## config.mk

```make
export PLATFORM = sky130hd
export DESIGN_NAME = axi_rd_seq
export DESIGN_NICKNAME = d
export VERILOG_FILES = /design/src/rtl/axi_rd_pkg.sv /design/src/rtl/axi_rd_desc_slot.sv /design/src/rtl/axi_rd_seq.sv
export SDC_FILE = /design/constraint.sdc
export NUM_CORES = 1
export LEC_CHECK = 0
export ABC_AREA = 0
export CAP_MARGIN = 30
export CELL_PAD_IN_SITES_DETAIL_PLACEMENT = 0
export CELL_PAD_IN_SITES_GLOBAL_PLACEMENT = 1
export CORE_ASPECT_RATIO = 0.8
export CORE_MARGIN = 5
export CORE_UTILIZATION = 32
export DETAILED_ROUTE_END_ITERATION = 6
export PLACE_DENSITY = 0.67
export SYNTH_ARGS = -nofsm -noshare
export SYNTH_HDL_FRONTEND = slang
export SYNTH_SLANG_ARGS = --single-unit
```

## constraint.sdc

```tcl
create_clock -name clk -period 8.53 [get_ports clk]
set_input_delay 1.706 -clock clk [delete_from_list [all_inputs] [get_ports clk]]
set_output_delay 1.706 -clock clk [all_outputs]
set_load 0.01 [all_outputs]
```

## src/rtl/axi_rd_pkg.sv

```systemverilog
// Shared types and width constants for the AXI read path.
//   AXI_RD_ADDR_W : byte-address width used by the read master and sequencer
//   AXI_RD_SIZE_W : chunk/job size width in data beats
//   AXI_RD_CNT_W  : chunk-count width per strided descriptor
//   seq_state_t   : sequencer FSM states
//   rd_desc_t     : strided-read descriptor at the default widths
package axi_rd_pkg;

    localparam int unsigned AXI_RD_ADDR_W = 64;
    localparam int unsigned AXI_RD_SIZE_W = 32;
    localparam int unsigned AXI_RD_CNT_W  = 16;

    typedef enum logic [1:0] {
        IDLE  = 2'd0,
        START = 2'd1,
        WAIT  = 2'd2,
        NEXT  = 2'd3
    } seq_state_t;

    typedef struct packed {
        logic [AXI_RD_ADDR_W-1:0] base;
        logic [AXI_RD_ADDR_W-1:0] stride;
        logic [AXI_RD_CNT_W-1:0]  count;
        logic [AXI_RD_SIZE_W-1:0] size;
    } rd_desc_t;

endpackage

```

## src/rtl/axi_rd_desc_slot.sv

```systemverilog
// One-entry valid/ready holding register.
//   clk, rst            : clock, synchronous active-high reset (slot empties)
//   in_valid / in_ready : producer handshake; ready whenever the slot is empty
//   in_data             : captured only on the handshake
//   out_valid / out_data: slot contents
//   pop                 : consumer takes the entry this cycle
module axi_rd_desc_slot
    import axi_rd_pkg::*;
#(
    parameter type T = rd_desc_t
) (
    input  logic clk,
    input  logic rst,
    input  logic in_valid,
    output logic in_ready,
    input  T     in_data,
    output logic out_valid,
    output T     out_data,
    input  logic pop
);

    logic full_q;
    T     data_q;
    logic push;

    assign in_ready  = ~full_q;
    assign push      = in_valid & in_ready;
    assign out_valid = full_q;
    assign out_data  = data_q;

    // A push in the same cycle as a pop keeps the slot full with new data.
    always_ff @(posedge clk) begin
        if (rst) begin
            full_q <= 1'b0;
            data_q <= '0;
        end else begin
            if (push)
                full_q <= 1'b1;
            else if (pop)
                full_q <= 1'b0;
            if (push)
                data_q <= in_data;
        end
    end

endmodule

```

## src/rtl/axi_rd_seq.sv

```systemverilog
// Strided-read command sequencer feeding the AXI read master.
// Each accepted descriptor (base, stride, count, size) becomes `count`
// read-master jobs at base, base+stride, ... with `size` beats each.
//   clk, rst                 : clock, synchronous active-high reset
//   desc_valid_i/desc_ready_o: descriptor handshake (ready = pending slot empty)
//   desc_base_i/stride_i/count_i/size_i : descriptor fields
//   ctrl_start_o             : one-cycle job start
//   ctrl_offset_o/ctrl_size_o: job offset and beats, held until the next start
//   ctrl_done_i              : job-complete pulse, honoured only while waiting
//   desc_done_o              : one-cycle pulse per finished descriptor
//   busy_o                   : descriptor in progress
//   chunk_idx_o              : index of current chunk (debug)
module axi_rd_seq
    import axi_rd_pkg::*;
#(
    parameter int unsigned C_ADDR_W = AXI_RD_ADDR_W,
    parameter int unsigned C_SIZE_W = AXI_RD_SIZE_W,
    parameter int unsigned C_CNT_W  = AXI_RD_CNT_W
) (
    input  logic                clk,
    input  logic                rst,
    input  logic                desc_valid_i,
    output logic                desc_ready_o,
    input  logic [C_ADDR_W-1:0] desc_base_i,
    input  logic [C_ADDR_W-1:0] desc_stride_i,
    input  logic [C_CNT_W-1:0]  desc_count_i,
    input  logic [C_SIZE_W-1:0] desc_size_i,
    output logic                ctrl_start_o,
    output logic [C_ADDR_W-1:0] ctrl_offset_o,
    output logic [C_SIZE_W-1:0] ctrl_size_o,
    input  logic                ctrl_done_i,
    output logic                desc_done_o,
    output logic                busy_o,
    output logic [C_CNT_W-1:0]  chunk_idx_o
);

    typedef struct packed {
        logic [C_ADDR_W-1:0] base;
        logic [C_ADDR_W-1:0] stride;
        logic [C_CNT_W-1:0]  count;
        logic [C_SIZE_W-1:0] size;
    } desc_t;

    desc_t      desc_in;
    desc_t      pend;
    logic       pend_vld;
    logic       pend_pop;
    logic       pend_runnable;
    logic       load;

    seq_state_t state_q, state_d;

    logic [C_ADDR_W-1:0] addr_q;
    logic [C_ADDR_W-1:0] stride_q;
    logic [C_ADDR_W-1:0] offset_q;
    logic [C_SIZE_W-1:0] size_q;
    logic [C_CNT_W-1:0]  remain_q;
    logic [C_CNT_W-1:0]  idx_q;
    logic                ddone_q;

    assign desc_in = '{base:   desc_base_i,
                       stride: desc_stride_i,
                       count:  desc_count_i,
                       size:   desc_size_i};

    axi_rd_desc_slot #(.T(desc_t)) u_slot (
        .clk       (clk),
        .rst       (rst),
        .in_valid  (desc_valid_i),
        .in_ready  (desc_ready_o),
        .in_data   (desc_in),
        .out_valid (pend_vld),
        .out_data  (pend),
        .pop       (pend_pop)
    );

    // Empty descriptors are consumed in IDLE without ever reaching START.
    assign pend_runnable = (pend.count != '0) && (pend.size != '0);
    assign pend_pop      = (state_q == IDLE) && pend_vld;
    assign load          = pend_pop && pend_runnable;

    always_ff @(posedge clk) begin
        if (rst)
            state_q <= IDLE;
        else
            state_q <= state_d;
    end

    always_comb begin
        state_d = state_q;
        unique case (state_q)
            IDLE:    if (load) state_d = START;
            START:   state_d = WAIT;
            WAIT:    if (ctrl_done_i) state_d = NEXT;
            NEXT:    state_d = (remain_q != '0) ? START : IDLE;
            default: state_d = IDLE;
        endcase
    end

    // addr_q runs one chunk ahead of offset_q once a job completes; offset_q
    // is only refreshed on the way into START so the read master sees a
    // value that is stable from one start to the next.
    always_ff @(posedge clk) begin
        if (rst) begin
            addr_q   <= '0;
            stride_q <= '0;
            offset_q <= '0;
            size_q   <= '0;
            remain_q <= '0;
            idx_q    <= '0;
            ddone_q  <= 1'b0;
        end else begin
            ddone_q <= (pend_pop && !pend_runnable) ||
                       (state_q == NEXT && remain_q == '0);

            if (load) begin
                addr_q   <= pend.base;
                stride_q <= pend.stride;
                offset_q <= pend.base;
                size_q   <= pend.size;
                remain_q <= pend.count;
                idx_q    <= '0;
            end

            if (state_q == WAIT && ctrl_done_i) begin
                addr_q   <= addr_q + stride_q;
                remain_q <= remain_q - C_CNT_W'(1);
                idx_q    <= idx_q + C_CNT_W'(1);
            end

            if (state_q == NEXT && remain_q != '0)
                offset_q <= addr_q;
        end
    end

    assign ctrl_start_o  = (state_q == START);
    assign ctrl_offset_o = offset_q;
    assign ctrl_size_o   = size_q;
    assign desc_done_o   = ddone_q;
    assign busy_o        = (state_q != IDLE);
    assign chunk_idx_o   = idx_q;

endmodule

```

==> Flow_metrics.wiki <==
{| class="wikitable"
! Metric !! Value
|-
| Result of the run || complete, no violations
|-
| Number of instances in the synthesized netlist || 2,640
|-
| Endpoint kind of the worst setup timing path || register
|-
| YS warnings || 0
|-
| Number of clock buffers inserted by TritonCTS || 48
|-
| WL final || 65,300 um
|-
| Synth async-reset ratio || 0%
|-
| Clock-pin slew of the registers on the worst-case setup and hold paths || roughly 0.06 ns
|-
| Number of flops mapped to enable cells by yosys || 0
|-
| Post-CTS Hold Buffers || 0
|-
| Final-report max-slew violation count || 0
|-
| Cell count of the worst reg-to-reg path || 8
|-
| First-pass GRT wire length || approximately 100,000 um
|-
| Number of port buffers || between 200 and 300
|-
| Vias in the first global route || roughly 19,000
|-
| Sequential fraction of the synthesis area || 43.2%
|-
| Initial antenna violation count || 2
|-
| Initial DRC Count || around 1,200
|-
| Core occupancy in the finished layout || 40.6%
|-
| Minimum clock period || 3.85 ns
|-
| Die Outline Area || 68,300 um^2
|-
| Post-synthesis cell area || 20,200 um^2
|-
| Maximum root-to-sink buffer count || 3
|-
| Total routing usage reported by global routing || between 10% and 20%
|-
| Final Hold Vio Count || 0
|-
| Total of endpoints with negative setup slack in the final report || 0
|-
| Avg WL per Cell || 17.7 um
|-
| Master cell of the clock root buffer || clkbuf_16
|-
| Startpoint of the worst register-to-register path || u_slot.out_data[20]
|-
| Mean post-synth cell area || 7.66 um^2
|-
| Worst Path Required || ~9 ns
|-
| Post-cts repair resize count || 0
|-
| Number of DRC violations after detailed routing || 0
|-
| Hold crit path type || register to register
|-
| Fraction of the cycle the final worst path needs || between 40% and 50%
|-
| Clock tree from TritonCTS || done
|-
| WHS Path Cells || 2
|-
| Final setup skew || 0.0115 ns
|-
| Die Height || about 230 um
|-
| Std-Cell Rows || a little over 80
|-
| Horizontal extent of the die || 291 um
|-
| WHS Endpoint || stride_q[3]
|-
| Worst-path maximum fanout || 72
|-
| Core region area || 62,600 um^2
|-
| Peak VDD IR || 0.000147 V
|-
| Number of buffers added for setup after CTS || 0
|-
| Yosys cell types || 81
|-
| Number of vias per cell after detailed routing || 5.14
|-
| Area growth from synthesis to layout || 25.6%
|-
| GPL Wtd Cong || around 0.84
|-
| Post-synth top flop || dfxtp_1
|-
| Clock network latency to the later pin of the worst-skew pair || 0.58 ns
|-
| GRT Residual Overflow || 0
|-
| Fraction of final layout cells with drive strength greater than 1 || 4.63%
|-
| Final net count || 3,068
|-
| Overall via count from detail_route || 19,000
|-
| Worst slew margin relative to its limit || 32.5%
|-
| H-tree level count || 2
|-
| Critical path class || input port to register
|-
| Arrival time at the worst endpoint || between 4 and 5 ns
|-
| Critical Path Start Type || input port
|-
| RSZ-0062 raised after global routing || false
|-
| Worst hold start || u_slot.out_data[51]
|-
| Number of primary I/O pins || 296
|-
| Placed wire-length estimate after detailed placement || 45,800 um
|-
| Post-Syn Nets || between 2,000 and 3,000
|-
| Total iterations of the first detailed-routing run || 5
|-
| Number of routed nets with antenna violations || 0
|-
| Maximum capacitance violations || 0
|-
| Fmax || 0.260 GHz
|-
| Power density over cell area || 220 nW/um^2
|-
| Setup total negative slack || 0 ns
|-
| Leakage power of the design || 9.45 nW
|-
| Measured slew at the worst slew-check pin || 1.01 ns
|-
| Number of clock sinks || 436
|-
| Reg2Reg Setup Slack || 4.77 ns
|-
| Capture instance of the worst register-to-register path || addr_q[35]
|-
| Pin count of the biggest net entering global routing || between 150 and 200
|-
| Initial core utilization || 32.3%
|-
| Count of state elements after synthesis || around 440
|}
-- registers in the layout, summed over array words and instances (netlist names) --
signal,count
ctrl_offset_o,64
desc_done_o,1
ctrl_size_o,32
state_q,2
u_slot.out_data,176
addr_q,64
chunk_idx_o,16
u_slot.out_valid,1
stride_q,64
remain_q,16
-- power breakdown --
part           switching [mW]  internal [mW]
sequential              0.138           2.22
combinational           0.681          0.422
clock                   0.873           1.26
-- worst max-delay path by stage --
stage / start / end / depth (start not counted)
final: ctrl_done_i / addr_q[56] / 6
after global routing: u_slot.out_data[20] / addr_q[35] / 8
after CTS: u_slot.out_data[16] / addr_q[61] / 10
after detailed placement: rst / addr_q[56] / 5
after global placement: rst / addr_q[56] / 5
after floorplan: ctrl_done_i / remain_q[12] / 7
-- metal layers --
metal  up-vias  wire, um  part of all wire (%)  GRT usage, %
met5         -         0                     0             0
met2       359     29700                    46          29.8
met3        77      2580                   4.0          2.92
met1      9017     31800                    49          25.6
met4         0      1150                   1.8          3.99
li1       9536         -                     -             -
-- cell usage after synthesis, types with 9 or more instances --
| cell | number | area [um^2] |
|---|---|---|
| nor2b_1 | 11 | 68.8 |
| o21ai_0 | 48 | 240 |
| nand2_1 | 802 | 3010 |
| xor2_1 | 21 | 184 |
| nand4_1 | 22 | 138 |
| a311oi_1 | 110 | 963 |
| nor4_1 | 24 | 150 |
| clkbuf_1 | 162 | 608 |
| o21ai_1 | 11 | 55.1 |
| nor2_1 | 173 | 649 |
| o21a_1 | 10 | 75.1 |
| a21oi_1 | 396 | 1980 |
| nor3_1 | 25 | 125 |
| a211oi_1 | 10 | 75.1 |
| o21bai_1 | 13 | 97.6 |
| inv_1 | 22 | 82.6 |
| xnor2_1 | 31 | 272 |
| dfxtp_1 | 436 | 8730 |
| buf_1 | 17 | 63.8 |
| o211ai_1 | 9 | 67.6 |
| a21o_1 | 39 | 293 |
| nand3_1 | 26 | 130 |
| and3_1 | 13 | 81.3 |
| a31oi_1 | 20 | 125 |
| ha_1 | 69 | 863 |
| a21boi_0 | 13 | 97.6 |
-- stage by stage --
step	hold slack (ns)	power, mW	instances	instance area [um^2]	setup slack [ns]
after floorplan	0.432	3.06	2640	20200	5.42
after global placement	0.443	3.48	3604	23700	4.10
after detailed placement	0.445	3.50	3604	23700	4.04
after CTS	0.451	5.67	3690	25300	4.60
after global routing	0.465	5.89	3696	25400	4.44
final	0.443	5.59	3697	25400	4.68
-- critical path, cell delays in order --
cell and delay (ns):
clkdlybuf4s50_1 0.49, nand2_4 0.43, buf_4 0.71, nor2_1 0.25
o2111a_1 0.21, or4_1 0.49
-- final cells by class --
type	count	area [um^2]
inverter	22	82.6
timing repair buffer	311	3160
tap	840	1050
antenna	3	7.51
clock buffer	71	1410
multi-input combinational	1999	10800
sequential	436	8730
fill	6485	37200
clock inverter	15	203
-- cell families (layout without fill, tap and decap cells) --
kind of cell	count (synthesis)	after routing	share of synthesized area (%)
flops	436	436	43.2
compound gates	744	744	23.5
buf+inv	205	419	3.83
fa+ha+maj	70	70	4.37
simple gates	1133	1133	22.9
xor+xnor	52	52	2.25
other cells	0	3	0
-- cells in the final DEF, fill, tap and decap left out, types with 26 or more instances in the layout --
master | netlist | final
nor2_1 | 173 | 172
xnor2_1 | 31 | 31
a21o_1 | 39 | 39
a21oi_1 | 396 | 396
o21ai_0 | 48 | 48
clkdlybuf4s50_1 | 0 | 294
dfxtp_1 | 436 | 436
clkbuf_16 | 0 | 48
ha_1 | 69 | 69
nand3_1 | 26 | 26
a311oi_1 | 110 | 110
nand2_1 | 802 | 799
Power figures use the tool's default switching activity.
